==> src/rtl/ex_mul_if.sv <==
// Handshake/data bundle between the Execute stage and the iterative multiplier.
// state_dbg mirrors the sequencer FSM state (0=IDLE, 1=BUSY, 2=DONE).
interface ex_mul_if #(
    parameter int WIDTH = 64
);
    // start is held by the stall until valid_out; flush overrides start.
    // valid_out pulses for one cycle and carries result/rd_out.
    logic             start;
    logic             flush;
    logic [WIDTH-1:0] op_a;
    logic [WIDTH-1:0] op_b;
    logic [4:0]       rd_in;
    logic             stall;
    logic             busy;
    logic             valid_out;
    logic [WIDTH-1:0] result;
    logic [4:0]       rd_out;
    logic [1:0]       state_dbg;

    modport master (
        output start, flush, op_a, op_b, rd_in,
        input  stall, busy, valid_out, result, rd_out, state_dbg
    );

    modport slave (
        input  start, flush, op_a, op_b, rd_in,
        output stall, busy, valid_out, result, rd_out, state_dbg
    );
endinterface

==> src/rtl/ex_mul_sequencer.sv <==
// Iterative shift-add multiplier sequenced beside the EX ALU; stalls IF/ID/EX while busy.
// Optional EX_MUL_EARLY_TERM_EN: finish as soon as the remaining multiplier bits are zero.
module ex_mul_sequencer #(
    parameter int WIDTH          = 64,
    parameter int BITS_PER_CYCLE = 1
) (
    input  logic   clk,
    input  logic   resetl,
    ex_mul_if.slave bus
);
    localparam int N  = WIDTH / BITS_PER_CYCLE;
    localparam int CW = $clog2(N + 1);

    typedef enum logic [1:0] {
        IDLE = 2'd0,
        BUSY = 2'd1,
        DONE = 2'd2
    } state_t;

    state_t           state;
    state_t           state_next;
    logic [WIDTH-1:0] mcand;
    logic [WIDTH-1:0] mplier;
    logic [WIDTH-1:0] acc;
    logic [CW-1:0]    count;
    logic [4:0]       rd_q;
    logic [WIDTH-1:0] result_q;
    logic [4:0]       rd_out_q;
    logic             valid_q;
    logic             busy_q;

    logic [WIDTH-1:0] partial;
    logic [WIDTH-1:0] acc_next;
    logic [WIDTH-1:0] mplier_next;
    logic             last_iter;
    logic             finish;
    logic             accept;

    // Partial product of mcand and the low BITS_PER_CYCLE multiplier bits, mod 2^WIDTH.
    always_comb begin
        partial = '0;
        for (int i = 0; i < BITS_PER_CYCLE; i++) begin
            if (mplier[i]) begin
                partial = partial + (mcand << i);
            end
        end
    end

    always_comb begin
        acc_next    = acc + partial;
        mplier_next = mplier >> BITS_PER_CYCLE;
        last_iter   = (count == CW'(N - 1));
`ifdef EX_MUL_EARLY_TERM_EN
        finish      = last_iter || (mplier_next == '0);
`else
        finish      = last_iter;
`endif
        accept      = bus.start && !bus.flush;
    end

    always_comb begin
        state_next = state;
        case (state)
            IDLE: begin
                if (accept) begin
                    state_next = BUSY;
                end
            end
            BUSY: begin
                if (bus.flush) begin
                    state_next = IDLE;
                end else if (finish) begin
                    state_next = DONE;
                end
            end
            DONE: begin
                state_next = IDLE;
            end
            default: begin
                state_next = IDLE;
            end
        endcase
    end

    always_ff @(posedge clk or negedge resetl) begin
        if (!resetl) begin
            state <= IDLE;
        end else begin
            state <= state_next;
        end
    end

    // Datapath: load on accept, iterate in BUSY, publish on the edge into DONE.
    always_ff @(posedge clk or negedge resetl) begin
        if (!resetl) begin
            mcand    <= '0;
            mplier   <= '0;
            acc      <= '0;
            count    <= '0;
            rd_q     <= '0;
            result_q <= '0;
            rd_out_q <= '0;
            valid_q  <= 1'b0;
            busy_q   <= 1'b0;
        end else begin
            valid_q <= 1'b0;
            busy_q  <= (state_next == BUSY);
            case (state)
                IDLE: begin
                    if (accept) begin
                        mcand  <= bus.op_a;
                        mplier <= bus.op_b;
                        rd_q   <= bus.rd_in;
                        acc    <= '0;
                        count  <= '0;
                    end
                end
                BUSY: begin
                    if (!bus.flush) begin
                        acc    <= acc_next;
                        mcand  <= mcand << BITS_PER_CYCLE;
                        mplier <= mplier_next;
                        count  <= count + 1'b1;
                        if (finish) begin
                            result_q <= acc_next;
                            rd_out_q <= rd_q;
                            valid_q  <= 1'b1;
                        end
                    end
                end
                default: begin
                end
            endcase
        end
    end

    // Stall is forced low during reset so the pipeline is not held by a stale start.
    assign bus.stall     = resetl && (((state == IDLE) && accept) || (state == BUSY));
    assign bus.busy      = busy_q;
    assign bus.valid_out = valid_q;
    assign bus.result    = result_q;
    assign bus.rd_out    = rd_out_q;
    assign bus.state_dbg = state;
endmodule

==> src/flat_wrapper.sv <==
// flat-port wrapper written by rule: the top's interface ports become plain ports
module ex_mul_sequencer_flat 
#(
    parameter int WIDTH          = 64,
    parameter int BITS_PER_CYCLE = 1
)
  (clk, resetl, bus_start, bus_flush, bus_op_a, bus_op_b, bus_rd_in, bus_stall, bus_busy, bus_valid_out, bus_result, bus_rd_out, bus_state_dbg);
  ex_mul_if #(.WIDTH(WIDTH)) bus_i ();
  input  logic clk;
  input  logic resetl;
  input wire logic [$bits(bus_i.start)-1:0] bus_start;
  input wire logic [$bits(bus_i.flush)-1:0] bus_flush;
  input wire logic [$bits(bus_i.op_a)-1:0] bus_op_a;
  input wire logic [$bits(bus_i.op_b)-1:0] bus_op_b;
  input wire logic [$bits(bus_i.rd_in)-1:0] bus_rd_in;
  output wire logic [$bits(bus_i.stall)-1:0] bus_stall;
  output wire logic [$bits(bus_i.busy)-1:0] bus_busy;
  output wire logic [$bits(bus_i.valid_out)-1:0] bus_valid_out;
  output wire logic [$bits(bus_i.result)-1:0] bus_result;
  output wire logic [$bits(bus_i.rd_out)-1:0] bus_rd_out;
  output wire logic [$bits(bus_i.state_dbg)-1:0] bus_state_dbg;
  assign bus_i.start = bus_start;
  assign bus_i.flush = bus_flush;
  assign bus_i.op_a = bus_op_a;
  assign bus_i.op_b = bus_op_b;
  assign bus_i.rd_in = bus_rd_in;
  assign bus_stall = bus_i.stall;
  assign bus_busy = bus_i.busy;
  assign bus_valid_out = bus_i.valid_out;
  assign bus_result = bus_i.result;
  assign bus_rd_out = bus_i.rd_out;
  assign bus_state_dbg = bus_i.state_dbg;
  ex_mul_sequencer #(.WIDTH(WIDTH), .BITS_PER_CYCLE(BITS_PER_CYCLE)) u_core (.clk(clk), .resetl(resetl), .bus(bus_i));
endmodule
==> config.mk <==
export PLATFORM = sky130hd
export DESIGN_NAME = ex_mul_sequencer_flat
export DESIGN_NICKNAME = d
export VERILOG_FILES = /design/src/rtl/ex_mul_if.sv /design/src/rtl/ex_mul_sequencer.sv /design/src/flat_wrapper.sv
export SDC_FILE = /design/constraint.sdc
export NUM_CORES = 1
export LEC_CHECK = 0
export CAP_MARGIN = 10
export CORE_UTILIZATION = 60
export DETAILED_ROUTE_END_ITERATION = 16
export GPL_TIMING_DRIVEN = 0
export PLACE_DENSITY = 0.86
export SLEW_MARGIN = 20
export SYNTH_ARGS = -nofsm -noshare
export SYNTH_HDL_FRONTEND = slang
export SYNTH_SLANG_ARGS = --single-unit
==> constraint.sdc <==
create_clock -name clk -period 10.5 [get_ports clk]
set_clock_uncertainty 0.05 [all_clocks]
set_input_delay 2.1 -clock clk [delete_from_list [all_inputs] [get_ports clk]]
set_output_delay 2.1 -clock clk [all_outputs]
set_load 0.01 [all_outputs]
# Word level (Yosys, flattened, before mapping)
# Index checks and enable logic that the tools add are counted.
word_totals:
  regBits: 277
  input_bits: 137
  latchBits: 0
  n_memories: 0
  ramBits: 0
  wordCells: 48
  rom_bits: 0
classes:
  mul: 0
  addsub: 2
  mux: 20
  n_eq_ne: 5
  shift: 0
  div: 0
  order_cmp: 0
  n_bitwise: 1
  n_reduce_logical: 10
ops:
  columns: ["cell", "n"]
  rows:
  - ["2-to-1 mux 64 bit", 7]
  - ["one-hot mux 64 bit (2 select lines)", 3]
  - ["adder 64 bit", 1]
  - ["2-to-1 mux 7 bit", 2]
  - ["one-hot mux 7 bit (2 select lines)", 1]
  - ["adder 7 x 1 -> 7 bit, second input constant", 1]
  - ["== test 7 x 6 -> 1 bit, second input constant", 1]
  - ["2-to-1 mux 2 bit", 3]
  - ["AND reduction 3 bit", 2]
  - ["== test 2 x 1 -> 1 bit, second input constant", 2]
  - ["one-hot mux 2 bit (2 select lines)", 1]
  - ["logical AND 1 bit", 3]
  - ["2-to-1 mux 1 bit", 3]
  - ["logical NOT 2 bit", 1]
  - ["!= test 2 x 1 -> 1 bit, second input constant", 1]
  - ["!= test 2 bit, second input constant", 1]
  - ["AND reduction 2 bit", 1]
  - ["nonzero test 2 bit", 1]
  - ["logical NOT 1 bit", 1]
  - ["logical OR 1 bit", 1]
  - ["inverter 1 bit", 1]

# Longest topological paths before layout
# Gate-level depths: netlist of the first run.
logic_depth:
  word_depth: 5
  ltp_mapped: 16
  mapped_depth_nobuf: 14

# Worst setup path before layout of the first run
# No wires, ideal clock.
synth_path:
  kind: "input to output"
  start: "input port bus_flush"
  end: "output port bus_stall"
  path_stages: 3
  n_path_buf: 1
  path_slack_ns: 5.126
  t_arrival_ns: 3.224
  cell_sequence: "or4b_2 clkbuf_1 a21boi_0"
synth_via:
  elab_chain_cells: 5
synth_rtl:
  columns: ["element", "line_no", "text"]
  rows:
  - ["start: declaration", "flat_wrapper.sv:12", "input wire logic [$bits(bus_i.flush)-1:0] bus_flush;"]
  - ["logical NOT 1 bit", "ex_mul_sequencer.sv:58", "accept = bus.start && !bus.flush;"]
  - ["logical AND 1 bit", "ex_mul_sequencer.sv:58", null]
  - ["logical AND 1 bit", "ex_mul_sequencer.sv:138", "assign bus.stall = resetl && (((state == IDLE) && accept) || (state == BUSY));"]
  - ["logical OR 1 bit", "ex_mul_sequencer.sv:138", null]
  - ["logical AND 1 bit", "ex_mul_sequencer.sv:138", null]
  - ["end: declaration", "flat_wrapper.sv:16", "output wire logic [$bits(bus_i.stall)-1:0] bus_stall;"]
# No other way between the ends.

# Worst setup path in the final report of the first run
# Ends and elaborated chain as after synthesis.

==> metrics.yaml, run 1 <==
fin_ws_ns: 3.716
crit_type: "in2out"
grt_pass1_wl_um: 74960
gp_congestion: 0.9294
ant_nets: 0
ctsResizeCount: 0
status: "completed"
regArea_mm2: 0.006932
synth_seq_cells: 277
cts_buffer_depth: 3
busiest_layer: "met2"
crit_path_start: "bus_flush"
drtIter0Drc: 1450
fmax_ghz: 0.1474
postCtsSetupRepairBufs: 0
tns_ns: 0
vdd_drop_max_mv: 0.1736
power.density_mw_per_mm2: 248.9
syn_inst: 1802
cts_sinks: 277
cts_buffers: 29
wl_per_cell_um: 19.49
pre_cts_ws_ns: 3.859
r2r_start: "u_core.mplier[0]"
core_area_mm2: 0.02511
hold_viol_final: 0
worst_pin_slew_ns: 1.139
syn_area_per_cell_um2: 8.499
setup_viol: 0
worstHoldStart: "u_core.bus.result[39]"
diodes: 0
htreeDepth: 1
rsz0062_at_grt: "no"
min_period_ns: 6.784
gr-usage-met3: 0.05414
synthesis.nets: 2004
place_hpwl_um: 34650
port_buffers: 210
num_rows: 58
crit_chain: "clkdlybuf4s50_1, or4b_2, clkbuf_1, a21boi_0, clkdlybuf4s50_1"
clock_latency_ns: 0.57
synth_ff_type: "dfrtp_1"
slew_headroom: 0.2406
die_height_um: 161.8
io_pins: 211
cp_data_required_time_ns: 8.35
track_usage: 0.3620
cp.arrival_ns: 4.63
cts_hold_buf: 0
synthToLayoutAreaGrowth_pct: 23.85
slew_violations: 0
cts_tree: "built"
drt-total-wl_um: 46700
min_period_over_period: 0.6461
cp_slowest_cell: "or4b_2"
die_w_um: 161.8
drive_gt1_frac: 0.04356
yosysWarningCount: 0
async_reset_ff_frac: 1.000
synth_area_mm2: 0.01532
nets: 2248
critPathLaunchType: "input pin"
drv_cap: 0
gr-usage-met2: 0.5972
endpoint_kind: "primary output"
start_util: 0.6100
grt_max_degree: 84
nFillCells: 1819
hold_class: "reg2reg"
grt.met1_usage: 0.4751
vias_per_cell: 6.035
num_vias: 14460
multiInputGateArea_mm2: 0.007850
clockRootBuffer: "clkbuf_16"
cpMostUsedCell: "clkdlybuf4s50_1"
firstDrtPassIters: 5
die_area_mm2: 0.02617
grt_pass1_vias: 14500
path_clk_slew_ns: 0.06
crit_fanout: 10
crit_path_max_incr_delay_ns: 0.65
synth_edf_count: 0
drt_drc_violations_left: 0
synth_cell_types: 63
antenna_found_initial: 1
yosysSeqAreaShare: 0.4526
leakage_nw: 8.728
overflow: 0
## final timing paths
| path | cells past startpoint | slack [ns] | endpoint |
|---|---|---|---|
| max in group asynchronous | 4 | 7.48 | u_core.mplier[40] |
| setup reg to reg | 16 | 5.77 | u_core.bus.result[60] |
| min in group asynchronous | 1 | 1.40 | u_core.bus.result[30] |
| hold reg to reg | 2 | 0.42 | u_core.bus.result[39] |
| hold / removal | 2 | 0.42 | u_core.bus.result[39] |
| setup / recovery | 5 | 3.72 | bus_stall |
## per-stage QoR
| step | hold slack [ns] | area, um2 | total power, W | utilization | instances |
|---|---|---|---|---|---|
| after detailed placement | 0.4099 | 17920 | 0.003535 | 0.7136 | 2345 |
| after CTS | 0.4276 | 18970 | 0.004688 | 0.7554 | 2396 |
| after global routing | 0.4423 | 18970 | 0.005009 | 0.7554 | 2396 |
| after floorplan | 0.3886 | 15320 | 0.002941 | - | 1802 |
| after global placement | 0.3996 | 17830 | 0.003465 | 0.7101 | 2342 |
| final | 0.4243 | 18970 | 0.004722 | 0.7554 | 2396 |
## cells in the final DEF, fill, tap and decap left out, types with 13 or more instances in the layout
master	instances
dfrtp_1	277
a21oi_1	80
clkdlybuf4s50_1	209
mux2_2	17
inv_1	22
clkbuf_16	29
a21o_1	34
nand4_1	24
a31oi_1	134
nand2_1	474
xnor2_1	38
and2_1	67
a22o_1	57
nor3_1	13
nand3_1	15
xor2_1	24
clkbuf_1	101
o21ai_0	58
o21bai_1	17
ha_1	64
nor2_1	175
## synthesized netlist by cell type (2+ instances only)
library cell | n | area share
a21o_1 | 34 | 0.017
nor2b_1 | 7 | 0.0029
o21ai_0 | 58 | 0.019
dfrtp_1 | 277 | 0.45
o211ai_1 | 3 | 0.0015
inv_1 | 22 | 0.0054
nor2_1 | 175 | 0.043
ha_1 | 64 | 0.052
and3_1 | 7 | 0.0029
a41oi_1 | 6 | 0.0034
buf_2 | 6 | 0.0020
nor3_1 | 13 | 0.0042
nand2_1 | 474 | 0.12
nor4_1 | 3 | 0.0012
clkbuf_1 | 98 | 0.024
and4_1 | 2 | 0.0011
o22ai_1 | 2 | 0.00082
a21oi_1 | 80 | 0.026
a21boi_0 | 7 | 0.0034
or2_2 | 3 | 0.0012
buf_1 | 10 | 0.0025
o31ai_1 | 4 | 0.0020
o221ai_1 | 3 | 0.0017
nand2b_1 | 7 | 0.0029
a31oi_1 | 134 | 0.055
a22o_1 | 57 | 0.033
nand4_1 | 24 | 0.0098
o311a_1 | 2 | 0.0013
xor2_1 | 24 | 0.014
a31o_2 | 2 | 0.0011
mux2_2 | 17 | 0.012
and2_1 | 67 | 0.027
o21a_1 | 7 | 0.0034
xnor2_1 | 38 | 0.022
nand3_1 | 15 | 0.0049
o21bai_1 | 17 | 0.0083
or3_1 | 4 | 0.0016
a211o_1 | 4 | 0.0023
## sequential cells by signal, summed over array words and instances, names as in the netlist
signal	cells
u_core.mcand	64
u_core.bus.valid_out	1
u_core.bus.rd_out	5
u_core.bus.result	64
u_core.bus.busy	1
u_core.mplier	64
u_core.acc	64
u_core.count	7
u_core.rd_q	5
u_core.bus.state_dbg	2
## power breakdown
part	switching, W	leakage, nW	internal, W
Sequential	0.000175	3.44	0.00131
Combinational	0.00129	4.78	0.000809
Clock	0.000448	0.512	0.000690
## logic make-up (layout without fill, tap and decap cells)
family,count (synthesis),after routing,share of synthesized area
AND/OR/NAND/NOR,807,807,0.2226
adder cells (fa/ha/maj),65,65,0.05359
multiplexers,17,17,0.01250
buffers and inverters,139,403,0.03488
XOR/XNOR,62,62,0.03545
AO/OA/AOI/OAI,435,435,0.1884
flip-flops,277,277,0.4526
## area by class of cell
cell class,instances,area share
Multi-Input combinational cell,1386,0.4139
Sequential cell,277,0.3654
Timing Repair Buffer,213,0.1154
Clock buffer,37,0.04248
Buffer,116,0.02361
Tap cell,330,0.02177
Clock inverter,14,0.01286
Inverter,23,0.004551
## metal layers
| metal | wire length (um) | share of wire | up-vias |
|---|---|---|---|
| met3 | 3028 | 0.065 | 131 |
| met1 | 19490 | 0.42 | 7025 |
| met2 | 22070 | 0.47 | 575 |
| li1 | - | - | 6726 |
| met5 | 13 | 0.00028 | - |
| met4 | 2093 | 0.045 | 2 |
## critical path: cells and delay by family
kind,cells,cell delay (ns)
AND/OR/NAND/NOR,1,0.65
AO/OA/AOI/OAI,1,0.51
buffers and inverters,3,1.37
Power figures use the tool's default switching activity.
==> inputs of run 2 (changes only) <==
--- a/config.mk
+++ b/config.mk
@@ -6,10 +6,10 @@
 export NUM_CORES = 1
 export LEC_CHECK = 0
 export CAP_MARGIN = 10
-export CORE_UTILIZATION = 60
+export CORE_UTILIZATION = 56
 export DETAILED_ROUTE_END_ITERATION = 16
 export GPL_TIMING_DRIVEN = 0
-export PLACE_DENSITY = 0.86
+export PLACE_DENSITY = 0.81
 export SLEW_MARGIN = 20
 export SYNTH_ARGS = -nofsm -noshare
 export SYNTH_HDL_FRONTEND = slang
==> constraint.sdc (replaced) <==
create_clock -name clk -period 6.3 [get_ports clk]
set_clock_uncertainty 0.05 [all_clocks]
set_input_delay 1.26 -clock clk [delete_from_list [all_inputs] [get_ports clk]]
set_output_delay 1.26 -clock clk [all_outputs]
set_load 0.01 [all_outputs]
==> metrics.yaml, run 2 (synthesis results as in run 1) <==
critPathLaunchType: "input pin"  # unchanged
die_height_um: 167.4  # was 161.8 um
firstDrtPassIters: 5  # unchanged
multiInputGateArea_mm2: 0.007850  # unchanged
drtIter0Drc: 1165  # was 1450
io_pins: 211  # unchanged
worst_pin_slew_ns: 1.124  # was 1.139 ns
drv_cap: 0  # unchanged
ctsResizeCount: 0  # unchanged
start_util: 0.5699  # was 0.6100
grt_pass1_vias: 13760  # was 14500
setup_viol: 0  # unchanged
drt_drc_violations_left: 0  # unchanged
cts_hold_buf: 0  # unchanged
status: "completed"  # unchanged
power.density_mw_per_mm2: 404.5  # was 248.9 mW/mm2
diodes: 0  # unchanged
crit_fanout: 10  # unchanged
nets: 2247  # was 2248
hold_viol_final: 0  # unchanged
min_period_ns: 4.799
regArea_mm2: 0.006932  # unchanged
clock_latency_ns: 0.55  # was 0.57 ns
track_usage: 0.3155  # was 0.3620
die_w_um: 167.4  # was 161.8 um
cp.arrival_ns: 3.49  # was 4.63 ns
path_clk_slew_ns: 0.06  # about the same
cts_buffer_depth: 3  # unchanged
min_period_over_period: 0.7617
endpoint_kind: "primary output"  # unchanged
place_hpwl_um: 33310  # was 34650 um
cp_data_required_time_ns: 4.99  # was 8.35 ns
clockRootBuffer: "clkbuf_16"  # unchanged
mostFrequentLayoutCells: "nand2_1, dfrtp_1, clkdlybuf4s50_1"  # unchanged
nFillCells: 2130  # was 1819
postCtsSetupRepairBufs: 0  # unchanged
cts_buffers: 29  # unchanged
vdd_drop_max_mv: 0.2130  # was 0.1736 mV
cts_tree: "built"  # unchanged
gp_congestion: 0.9429  # was 0.9294
die_area_mm2: 0.02802  # was 0.02617 mm2
post-route-util: 0.7027  # was 0.7554
hold_class: "reg2reg"  # unchanged
core_area_mm2: 0.02688  # was 0.02511 mm2
ant_nets: 0  # unchanged
slew_headroom: 0.2507  # was 0.2406
overflow: 0  # unchanged
grt_max_degree: 102  # was 84
fmax_ghz: 0.2084
cts_sinks: 277  # unchanged
rsz0062_at_grt: "no"  # unchanged
port_buffers: 210  # unchanged
grt_pass1_wl_um: 70730  # was 74960 um
num_rows: 60  # was 58
final_common_cell: "nand2_1"  # unchanged
tns_ns: 0  # unchanged
num_vias: 14140  # was 14460
vias_per_cell: 5.873  # was 6.035
crit_type: "in2out"  # unchanged
slew_violations: 0  # unchanged
wl_per_cell_um: 18.36  # was 19.49 um
drive_gt1_frac: 0.04354  # was 0.04356
drt-total-wl_um: 44210  # was 46700 um
leakage_nw: 8.692  # was 8.728 nW
antenna_found_initial: 0  # was 1
synthToLayoutAreaGrowth_pct: 23.32  # was 23.85%
htreeDepth: 1  # unchanged
==> run 2: stage by stage <==
stage | std cells | worst slack (ns) | instance area, um2 | total power, W | hold WS (ns)
floorplan | 1802 | 2.606 | 15320 | 0.004902 | 0.3886
global placement | 2353 | -7.678 | 17840 | 0.005741 | 0.3982
detailed placement | 2355 | 1.529 | 17900 | 0.005830 | 0.4090
CTS | 2408 | 1.507 | 18890 | 0.007604 | 0.4245
global route | 2408 | 1.175 | 18890 | 0.008152 | 0.4465
finish | 2408 | 1.501 | 18890 | 0.007639 | 0.4194
==> run 2: final cells by class <==
| type | instances | share of cell area |
|---|---|---|
| inverters | 23 | 0.004571 |
| clock buffers | 39 | 0.04359 |
| clock inverters | 14 | 0.008413 |
| repair buffers | 212 | 0.1145 |
| flip-flops and latches | 277 | 0.3670 |
| well taps | 341 | 0.02259 |
| multi-input cells | 1386 | 0.4156 |
| plain buffers | 116 | 0.02372 |
==> run 2: where the power goes <==
| part | switching [W] | internal, W |
|---|---|---|
| clock | 0.000718 | 0.00104 |
| sequential | 0.000284 | 0.00219 |
| combinational | 0.00207 | 0.00134 |
==> run 2: per-layer routing <==
metal	vias to the layer above	track usage	part of all wire
li1	6721	-	-
met1	6878	0.4370	0.44
met2	478	0.5225	0.48
met3	66	0.04514	0.061
met4	0	0.07898	0.022
met5	-	0	0
==> run 2: final timing paths <==
check | depth (start not counted) | from | to | slack (ns)
min in group asynchronous | 1 | resetl | u_core.mcand[38] | 0.63
setup / recovery | 5 | bus_flush | bus_stall | 1.50
hold / removal | 2 | u_core.rd_q[1] | u_core.bus.rd_out[1] | 0.42
setup reg to reg | 16 | u_core.mplier[0] | u_core.bus.result[60] | 1.53
hold reg to reg | 2 | u_core.rd_q[1] | u_core.bus.rd_out[1] | 0.42
max in group asynchronous | 2 | resetl | u_core.mplier[35] | 4.59
==> run 2: critical path, stage by stage <==
cell	delay (ns)
clkdlybuf4s50_1	0.48
or4b_2	0.65
clkbuf_1	0.29
a21boi_0	0.23
clkdlybuf4s50_1	0.56
==> inputs of run 3 (changes only) <==
--- a/config.mk
+++ b/config.mk
@@ -6,10 +6,10 @@
 export NUM_CORES = 1
 export LEC_CHECK = 0
 export CAP_MARGIN = 10
-export CORE_UTILIZATION = 56
+export CORE_UTILIZATION = 50
 export DETAILED_ROUTE_END_ITERATION = 16
 export GPL_TIMING_DRIVEN = 0
-export PLACE_DENSITY = 0.81
+export PLACE_DENSITY = 0.77
 export SLEW_MARGIN = 20
 export SYNTH_ARGS = -nofsm -noshare
 export SYNTH_HDL_FRONTEND = slang
==> constraint.sdc (replaced) <==
create_clock -name clk -period 3.84 [get_ports clk]
set_clock_uncertainty 0.05 [all_clocks]
set_input_delay 0.768 -clock clk [delete_from_list [all_inputs] [get_ports clk]]
set_output_delay 0.768 -clock clk [all_outputs]
set_load 0.01 [all_outputs]
==> metrics.yaml, run 3 (synthesis results as in run 1) <==
status: "finished, violations left"  # was completed
violations: "setup timing"
fmax_ghz: 0.2537
wl_per_cell_um: 18.27  # was 18.36 um
crit_path_max_incr_delay_ns: 0.57  # was 0.65 ns
clockRootBuffer: "clkbuf_16"  # unchanged
critical_path_buf_inv_count: 3  # unchanged
cts_sinks: 277  # unchanged
synthToLayoutAreaGrowth_pct: 27.91  # was 23.32%
die_w_um: 177.0  # was 167.4 um
drtIter0Drc: 1083  # was 1165
io_pins: 211  # unchanged
ant_nets: 0  # unchanged
power.density_mw_per_mm2: 672.9  # was 404.5 mW/mm2
track_usage: 0.2866  # was 0.3155
gp_congestion: 0.9428  # was 0.9429
cp.arrival_ns: 4.35  # was 3.49 ns
vdd_drop_max_mv: 0.3961  # was 0.2130 mV
crit_fanout: 8  # was 10
firstDrtPassIters: 5  # unchanged
drive_gt1_frac: 0.07832  # was 0.04354
p_clk_frac: 0.224  # was 0.230
antenna_found_initial: 1  # was 0
path_clk_slew_ns: 0.06  # about the same
layout.cells.non_filler: 2484  # was 2408
grt_pass1_wl_um: 71210  # was 70730 um
min_period_ns: 3.942
drt_drc_violations_left: 0  # unchanged
slew_violations: 0  # unchanged
rsz0062_at_grt: "yes"  # was no
start_util: 0.5127  # was 0.5699
slew_headroom: 0.3066  # was 0.2507
crit_type: "reg2reg"  # was in2out
power.switching_w: 0.005263  # was 0.003073 W
cp_slowest_cell: "dfrtp_4"  # was or4b_2
cp_data_required_time_ns: 4.25  # was 4.99 ns
core_area_mm2: 0.02987  # was 0.02688 mm2
cts_buffers: 29  # unchanged
hold_viol_final: 0  # unchanged
p_int_w: 0.007919  # was 0.004566 W
place_hpwl_um: 33590  # was 33310 um
endpoint_kind: "register"  # was primary output
critical_path.top_delay_family: "compound AO/OA/AOI/OAI gates"  # was buffers and inverters
hold_class: "in2async"  # was reg2reg
nets: 2275  # was 2247
placedCellCount: 2404  # was 2355
cts_buffer_depth: 3  # unchanged
min_period_over_period: 1.027
die_area_mm2: 0.03134  # was 0.02802 mm2
grt_pass1_vias: 13720  # was 13760
worst_pin_slew_ns: 1.040  # was 1.124 ns
crit_chain: "clkbuf_8, and2_1, ha_1, inv_1, fa_2, nor2b_2, o31a_1, buf_4, o2111a_1, o311ai_2, o211ai_1, a21oi_2, nor2_2, a31oi_2, xnor2_2, mux2_2"  # was clkdlybuf4s50_1, or4b_2, clkbuf_1, a21boi_0, clkdlybuf4s50_1
setup_viol: 9  # was 0
pre_cts_ws_ns: -0.8785  # was 1.529 ns
leakage_nw: 8.923  # was 8.692 nW
final_common_cell: "nand2_1"  # unchanged
drt-total-wl_um: 45400  # was 44210 um
overflow: 0  # unchanged
p_seq_frac: 0.309  # was 0.323
fin_ws_ns: -0.1020  # was 1.501 ns
die_height_um: 177.0  # was 167.4 um
combPwrFrac: 0.467  # was 0.447
vias_per_cell: 5.758  # was 5.873
num_rows: 63  # was 60
port_buffers: 210  # unchanged
cts_tree: "built"  # unchanged
mostFrequentLayoutCells: "nand2_1, dfrtp_1, clkdlybuf4s50_1"  # unchanged
p_sw_frac: 0.3992  # was 0.4022
critPathLaunchType: "register"  # was input pin
num_vias: 14300  # was 14140
htreeDepth: 1  # unchanged
clock_latency_ns: 0.58  # was 0.55 ns
grt_max_degree: 100  # was 102
drv_cap: 0  # unchanged
diodes: 0  # unchanged
run 3: what timing repair did:
| action | in CTS | in global routing |
|---|---|---|
| setup buffers | 8 | 23 |
| resized for setup | 26 | 69 |
| hold buffers | 0 | 0 |
| cloned | 1 | 0 |
| pin swaps | 8 | 23 |
| setup endpoints to repair | 75 | 48 |
run 3: per-stage QoR:
step                      hold slack [ns]    util  instance area, um2  power, W  setup TNS (ns)
after floorplan                    0.3886       -               15320  0.008042               0
after global placement             0.4030  0.5994               17910  0.009431        -2771.40
after detailed placement           0.4114  0.6014               17970  0.009569          -60.89
after CTS                          0.1642  0.6399               19120   0.01263         -0.1528
after global routing               0.2102  0.6557               19590   0.01401          -1.351
final                              0.1415  0.6557               19590   0.01318         -0.4440
run 3: power by group through the flow:
stage	combinational [W]	clock, W	sequential (W)
6_report	0.00615	0.00296	0.00408
5_1_grt	0.00675	0.00310	0.00415
4_1_cts	0.00560	0.00299	0.00405
3_5_place_dp	0.00550	0	0.00407
3_3_place_gp	0.00538	0	0.00405
2_1_floorplan	0.00411	0	0.00393
run 3: final timing paths:
kind | slack (ns) | from | to | cells after the start
max in group asynchronous | 2.63 | resetl | u_core.mplier[0] | 2
hold / removal | 0.14 | resetl | u_core.bus.result[33] | 1
min in group clk | 0.42 | u_core.bus.result[22] | u_core.bus.result[22] | 2
hold reg to reg | 0.42 | u_core.bus.result[22] | u_core.bus.result[22] | 2
setup / recovery | -0.10 | u_core.mplier[0] | u_core.bus.result[58] | 16
setup reg to reg | -0.10 | u_core.mplier[0] | u_core.bus.result[58] | 16
run 3: layout make-up:
cell class	count	area, um2
multi-input combinational	1386	8184
fill	2516	10280
clock inverter	6	123.9
sequential	277	6935
clock buffer	46	869.6
buffer	111	488.0
tap	390	488.0
timing repair buffer	245	2415
inverter	23	86.33
run 3: layer usage:
| layer | GRT usage | part of all wire | up-vias |
|---|---|---|---|
| li1 | - | - | 6775 |
| met1 | 0.3972 | 0.44 | 6960 |
| met2 | 0.4590 | 0.47 | 471 |
| met3 | 0.03845 | 0.055 | 96 |
| met4 | 0.1024 | 0.034 | 2 |
| met5 | 0 | 0.00029 | - |
run 3: worst register-to-register path: stages (launching register included):
cell,delay [ns]
dfrtp_4,0.57
clkbuf_8,0.19
and2_1,0.14
ha_1,0.19
inv_1,0.07
fa_2,0.21
nor2b_2,0.05
o31a_1,0.29
buf_4,0.16
o2111a_1,0.27
o311ai_2,0.29
o211ai_1,0.31
a21oi_2,0.27
nor2_2,0.11
a31oi_2,0.27
xnor2_2,0.11
mux2_2,0.27
